<file path="config.mk">
export PLATFORM = sky130hd
export DESIGN_NAME = right_shift_seq
export DESIGN_NICKNAME = d
export VERILOG_FILES = /design/src/rtl/alu_shift_pkg.sv /design/src/rtl/right_shift_seq_stage.sv /design/src/rtl/right_shift_seq.sv
export SDC_FILE = /design/constraint.sdc
export NUM_CORES = 1
export LEC_CHECK = 0
export CAP_MARGIN = 20
export CORE_ASPECT_RATIO = 1.4
export CORE_MARGIN = 2
export CORE_UTILIZATION = 50
export DETAILED_ROUTE_END_ITERATION = 8
export DONT_BUFFER_PORTS = 1
export PLACE_DENSITY_LB_ADDON = 0.1
export SLEW_MARGIN = 20
export SYNTH_ARGS = -nofsm -noshare
export SYNTH_HDL_FRONTEND = slang
export SYNTH_SLANG_ARGS = --single-unit
</file>
<file path="constraint.sdc">
create_clock -name clk -period 3.3 [get_ports clk]
set_input_delay 0.33 -clock clk [delete_from_list [all_inputs] [get_ports clk]]
set_output_delay 0.33 -clock clk [all_outputs]
set_load 0.005 [all_outputs]
</file>
<file path="src/rtl/alu_shift_pkg.sv">
// Shared ALU shift-path definitions: widths, sequencer states and shift-mode codes.
// Mode codes are also decoded by the ALU op decoder, so keep values stable.
package alu_shift_pkg;

  localparam int DATA_W  = 32;
  localparam int SHAMT_W = $clog2(DATA_W);

  typedef enum logic {
    IDLE  = 1'b0,
    SHIFT = 1'b1
  } state_t;

  localparam logic [1:0] SH_SRL = 2'b00;
  localparam logic [1:0] SH_SRA = 2'b01;
  localparam logic [1:0] SH_ROR = 2'b10;

  // Width of a stage index able to count SHAMT_W-1 down to 0.
  function automatic int stage_idx_w(input int shamt_w);
    return (shamt_w > 1) ? $clog2(shamt_w) : 1;
  endfunction

endpackage

</file>
<file path="src/rtl/right_shift_seq_stage.sv">
// One right-shift stage: shifts data by 2^k, filling from the fill bit or rotating.
// Purely combinational, zero latency; no flow control of its own.
// Reused every cycle by the sequencer with a changing k rather than replicated.
module shift_stage_r #(
  parameter int DATA_W  = 32,
  parameter int SHAMT_W = 5,
  parameter int K_W     = 3
) (
  input  logic [DATA_W-1:0] data,
  input  logic [K_W-1:0]    k,
  input  logic              fill,
  input  logic              rot,
  output logic [DATA_W-1:0] y
);

  logic [DATA_W-1:0] hi;

  // The upper half supplies the vacated MSBs: the operand itself for a rotate.
  assign hi = rot ? data : {DATA_W{fill}};
  assign y  = DATA_W'({hi, data} >> (1 << k));

endmodule

</file>
<file path="src/rtl/right_shift_seq.sv">
// Sequential SRL/SRA (plus ROR when RIGHT_SHIFT_ROTATE_EN is defined), one 2^k stage per clock.
// Latency SHAMT_W+1 cycles start-to-done; result held until the next done.
// start is ignored while busy; a start during the done cycle is accepted back-to-back.
module right_shift_seq #(
  parameter int DATA_W  = alu_shift_pkg::DATA_W,
  parameter int SHAMT_W = alu_shift_pkg::SHAMT_W
) (
  input  logic               clk,
  input  logic               rst,
  input  logic               start,
  input  logic [DATA_W-1:0]  A,
  input  logic [SHAMT_W-1:0] shamt,
  input  logic               arith,
`ifdef RIGHT_SHIFT_ROTATE_EN
  input  logic               rot,
`endif
  output logic               busy,
  output logic               done,
  output logic [DATA_W-1:0]  result
);

  import alu_shift_pkg::*;

  localparam int K_W = stage_idx_w(SHAMT_W);
  localparam logic [K_W-1:0] K_TOP = K_W'(SHAMT_W - 1);

  state_t             state;
  logic [DATA_W-1:0]  work;
  logic [SHAMT_W-1:0] shamt_lat;
  logic [1:0]         mode_lat;
  logic               sign_lat;
  logic [K_W-1:0]     k;

  logic               stage_fill;
  logic               stage_rot;
  logic [DATA_W-1:0]  stage_y;
  logic [DATA_W-1:0]  next_work;
  logic [1:0]         mode_in;

  // Rotate takes priority over arith, so arith is a don't-care for ROR.
`ifdef RIGHT_SHIFT_ROTATE_EN
  assign mode_in = rot ? SH_ROR : (arith ? SH_SRA : SH_SRL);
`else
  assign mode_in = arith ? SH_SRA : SH_SRL;
`endif

  assign stage_fill = (mode_lat == SH_SRA) && sign_lat;
  assign stage_rot  = (mode_lat == SH_ROR);

  shift_stage_r #(
    .DATA_W  (DATA_W),
    .SHAMT_W (SHAMT_W),
    .K_W     (K_W)
  ) u_stage (
    .data (work),
    .k    (k),
    .fill (stage_fill),
    .rot  (stage_rot),
    .y    (stage_y)
  );

  assign next_work = shamt_lat[k] ? stage_y : work;

  always_ff @(posedge clk) begin
    if (rst) begin
      state     <= IDLE;
      busy      <= 1'b0;
      done      <= 1'b0;
      result    <= '0;
      work      <= '0;
      shamt_lat <= '0;
      mode_lat  <= SH_SRL;
      sign_lat  <= 1'b0;
      k         <= '0;
    end else begin
      done <= 1'b0;
      case (state)
        IDLE: begin
          if (start) begin
            work      <= A;
            shamt_lat <= shamt;
            mode_lat  <= mode_in;
            sign_lat  <= A[DATA_W-1];
            k         <= K_TOP;
            busy      <= 1'b1;
            state     <= SHIFT;
          end
        end
        SHIFT: begin
          work <= next_work;
          if (k != '0) begin
            k <= k - K_W'(1);
          end else begin
            result <= next_work;
            done   <= 1'b1;
            busy   <= 1'b0;
            state  <= IDLE;
          end
        end
        default: begin
          state <= IDLE;
          busy  <= 1'b0;
        end
      endcase
    end
  end

endmodule
</file>
# Word level (Yosys, flattened, before mapping)
# Index checks and enable logic that the tools add are counted.
# classes
n_addsub	1
magnitude_cmp	1
n_eq_ne	5
shift	2
mux	17
bitwise_logic	2
n_reduce_logical	7
# op_table
cell	count
32-bit 2-to-1 mux	3
32-bit one-hot mux with 2 select lines	1
64-bit by 32-bit >> shifter with 32-bit output	1
1-bit by 3-bit << shifter with 32-bit output (first input constant)	1
2-bit AND reduction	4
1-bit 2-to-1 mux	7
3-bit 2-to-1 mux	2
3-bit one-hot mux with 2 select lines	1
3-bit by 4-bit less-than comparator with 1-bit output (second input constant)	1
2-bit inequality test (second input constant)	2
1-bit one-hot mux with 2 select lines	2
1-bit binary-select mux with 3-bit select	1
3-bit nonzero test	1
3-bit by 1-bit subtractor with 3-bit output (second input constant)	1
2-bit by 1-bit equality test with 1-bit output (second input constant)	1
2-bit equality test (second input constant)	1
2-bit by 1-bit inequality test with 1-bit output (second input constant)	1
1-bit inverter	2
2-bit OR reduction	1
1-bit logical AND	1
# word_totals
regBits	78
in_bits	41
out_inout_bits	34
word_cells	44

# Depth between registers and ports, before layout
# logic_depth
word_depth	6
depth_mapped	11
mapped_depth_nobuf	8

# Cells and area by module
# Synthesis repeated with hierarchy kept, for this count alone.
# unflattened
cells_unflattened	750
area_unflattened_um2	6149.6
# modules_own_cells
module	instances	cells_each	area_per_inst_um2	seq_area_each_um2
right_shift_seq	1	438	4080.2	1541.5
shift_stage_r	1	312	2069.5	0.0

# Least setup slack after synthesis
# Ideal clock, no wire load.
# synth_timing
path_type	flip-flop to flip-flop
startpoint	register k[0]
endpoint	register work[4]
setup_ns	0.137
arrival_ns	2.142
required_ns	3.163
slack_ns	1.021
path_stages_with_launch	10
path_buffers	3
synth_period_minus_slack_ns	2.279
path_cell_list	dfxtp_1 inv_1 ha_1 buf_2 buf_2 buf_1 a41oi_1 o41ai_1 a2111oi_0 a31oi_1
# synth_between
elab_chain_len	4
elab_cells_between_ends	6
cone_classes	2 x shift; 4 x mux
# synth_lines
element	line	text
start: declaration	right_shift_seq.sv:32	logic [K_W-1:0] k;
start signal: assignment	right_shift_seq.sv:92	k <= k - K_W'(1);
1-bit by 3-bit << shifter with 32-bit output / 1-bit binary-select mux with 3-bit select (equally long branches)	right_shift_seq_stage.sv:20, right_shift_seq.sv:62	
64-bit by 32-bit >> shifter with 32-bit output / 1-bit 2-to-1 mux (equally long branches)	right_shift_seq_stage.sv:20, right_shift_seq.sv:62	
32-bit 2-to-1 mux (*)	right_shift_seq.sv:62	assign next_work = shamt_lat[k] ? stage_y : work;
32-bit one-hot mux with 2 select lines (*)	right_shift_seq.sv:77	case (state)
end signal: assignment	right_shift_seq.sv:90	work <= next_work;
end: declaration	right_shift_seq.sv:28	logic [DATA_W-1:0] work;
# Mark *: on every way between the ends. The rest lies on a longest branch, timed or not. The select of a mux whose other input is x is not followed.
# A chain may end at the register's enable or synchronous reset.

# Final worst setup path
# Same ends and word-level chain as after synthesis.

==> flow_metrics.env <==
export IMPL_synthFlopType="dfxtp_1"
export IMPL_routed_wl_um=28100
export IMPL_rsz0062_at_grt="no"
export IMPL_die_h_um=139
export IMPL_max_slew_worst_pin_slew_ps=769
export IMPL_critical_path_max_stage_delay_ps=630
export IMPL_hold_path_class="in -> reg"
export IMPL_ys_seq_area_frac=0.236
export IMPL_drv_slew=0
export IMPL_core_sq_um=12800
export IMPL_cts_buffer_depth=2
export IMPL_fin_skew_ps=9.48
export IMPL_cts_num_sinks=77
export IMPL_finalCritPeriodShare=0.936
export IMPL_die_w_um=101
export IMPL_p_per_area_nw_per_um2=479
export IMPL_grt_max_degree=61
export IMPL_setup_viol=0
export IMPL_synth_cell_types=88
export IMPL_arrival_ps=3300
export IMPL_dieArea_sq_um=14000
export IMPL_async_reset_ff_frac=0
export IMPL_cp_data_required_time_ps=3510
export IMPL_worst_setup_path_start_kind="flop"
export IMPL_relSlewSlack=0.485
export IMPL_via_per_inst=7.45
export IMPL_cts_root_buffer="clkbuf_16"
export IMPL_end_kind="flop"
export IMPL_route_vias_total=7200
export IMPL_dr_pass1_iters=5
export IMPL_syn_nets=881
export IMPL_rrSetupSlack_ps=210
export IMPL_grt_pass1_vias=6941
export IMPL_synth_cells=835
export IMPL_drc=0
export IMPL_yosysWarningCount=0
export IMPL_syn_avg_cell_area_sq_um=7.84
export IMPL_synth_edf_count=0
export IMPL_antenna_left=0
export IMPL_fmax_ghz=0.324
export IMPL_diodes=0
export IMPL_hold_violations=0
export IMPL_layout_min_cycle_time_ps=3090
export IMPL_ys_seq_elements=77
export IMPL_hpwl_um=21000
export IMPL_grt_pass1_wl_um=42200
export IMPL_insertion_delay_ps=340
export IMPL_crit_chain="inv_1 -> ha_1 -> and3b_1 -> a22oi_1 -> o21ai_0 -> a2111oi_1 -> buf_4 -> a31oi_1"
export IMPL_antenna_found_initial=0
export IMPL_clk_pin_slew_ps=60
export IMPL_fill_cells=1240
export IMPL_ir_drop_uv=431
export IMPL_synth_area_sq_um=6540
export IMPL_drive_above_1_share=0.150
export IMPL_cts_buffers_inserted=9
export IMPL_start_util=0.511
export IMPL_cts_tree="built"
export IMPL_fin_util=0.552
export IMPL_gr_total_overflow=0
export IMPL_path_class="reg -> reg"
export IMPL_crit_slowest_cell="a2111oi_1"
export IMPL_layout_common_cells="dfxtp_1, a21oi_1, nand2_1, buf_4, nor2_1"
export IMPL_io_pins=75
export IMPL_drtIter0Drc=795
export IMPL_post_drt_wl_per_cell_um=29.0
export IMPL_crit_path_max_fanout=14
export IMPL_grt_usage=0.396
export IMPL_cap_violations=0
export IMPL_status="finished clean"
export IMPL_final_common_cell="dfxtp_1"
export IMPL_finalSetupTns_ps=0
export IMPL_hold_buffers=0
export IMPL_final_nets=855
export IMPL_area_growth_pct=8.01
export IMPL_rows=49
export IMPL_h_tree_depth=3
export IMPL_postPlaceCellArea_sq_um=6760
export IMPL_p_leak_uw=0.00259
export IMPL_gp_congestion=1.04
export IMPL_final_cell_area_sq_um=7070
export IMPL_io_buffers=0
per-layer routing:
layer | vias to the layer above | share of wire | routed length, um | global-route usage
met5 | - | 0 | 0 | 0
met4 | 0 | 0.085 | 2400 | 0.296
met3 | 125 | 0.077 | 2180 | 0.0708
met2 | 454 | 0.47 | 13200 | 0.631
met1 | 3428 | 0.37 | 10300 | 0.465
li1 | 3193 | - | - | -
timing repair:
action | in CTS | in global routing
endpoints found under the setup margin | 0 | 2
resized for setup | 0 | 2
setup buffers | 0 | 1
flip-flops by register name (all words and copies together), names as in the netlist:
name / flops
work: 32
busy: 1
sign_lat: 1
done: 1
mode_lat: 1
k: 3
shamt_lat: 5
state: 1
result: 32
critical path, delay by kind of cell (launching register included):
kind / cells / cell delay [ps]
AOI/OAI and AO/OA: 4 / 1280
buffers and inverters: 2 / 370
and+or+nand+nor: 1 / 460
adders and majority gates: 1 / 380
DFF: 1 / 480
cells in the mapped netlist (all sizes together) (7+ instances only):
cell,count,area [sq um]
a211oi,21,158
a21o,16,120
a21oi,65,340
a221oi,12,105
a22oi,41,313
a311oi,8,70.1
a31oi,7,43.8
a32oi,8,77.6
and3b,11,96.3
buf,52,285
clkbuf,41,155
dfxtp,77,1540
inv,12,45.0
mux2,20,225
mux2i,25,250
nand2,61,231
nand2b,10,62.6
nand3,8,40.0
nand3b,7,52.6
nor2,52,198
nor2b,21,131
nor3,15,86.3
nor3b,20,166
o211ai,16,120
o21a,14,105
o21ai,53,265
o22ai,16,100
worst paths after layout:
kind | startpoint | to | cells past startpoint
min reg2reg | shamt_lat[0] | shamt_lat[0] | 2
max | k[0] | work[4] | 8
min | rst | work[23] | 1
max reg2reg | k[0] | work[4] | 8
final cells by class:
| type | count | area [sq um] | share of cell area |
|---|---|---|---|
| multi-input combinational | 651 | 4540 | 0.642 |
| clock inverter | 4 | 30.0 | 0.00425 |
| sequential | 77 | 1540 | 0.218 |
| timing repair buffer | 56 | 458 | 0.0648 |
| inverter | 14 | 52.6 | 0.00743 |
| tap | 153 | 191 | 0.0271 |
| clock buffer | 12 | 256 | 0.0363 |
cells by family after synthesis:
kind of cell | count (synthesis) | synth area share
adder cells (fa/ha/maj) | 5 | 0.00956
flip-flops | 77 | 0.236
buffers and inverters | 107 | 0.0753
AND/OR/NAND/NOR | 235 | 0.196
multiplexers | 50 | 0.0899
AO/OA/AOI/OAI | 361 | 0.394
per-stage QoR:
step	cells	total power, uW	hold WS, ps	worst slack, ps
after floorplan	835	1970	433	1020
after global placement	950	2350	409	57.2
after detailed placement	950	2370	412	45.9
after CTS	966	3340	52.5	21.0
after global routing	967	3520	52.5	15.4
final	967	3390	71.5	210
power by group:
part / switching [uW] / internal (uW)
clock: 422 / 556
combinational: 759 / 495
sequential: 154 / 1000
total: 1340 / 2050
Power figures use the tool's default switching activity.
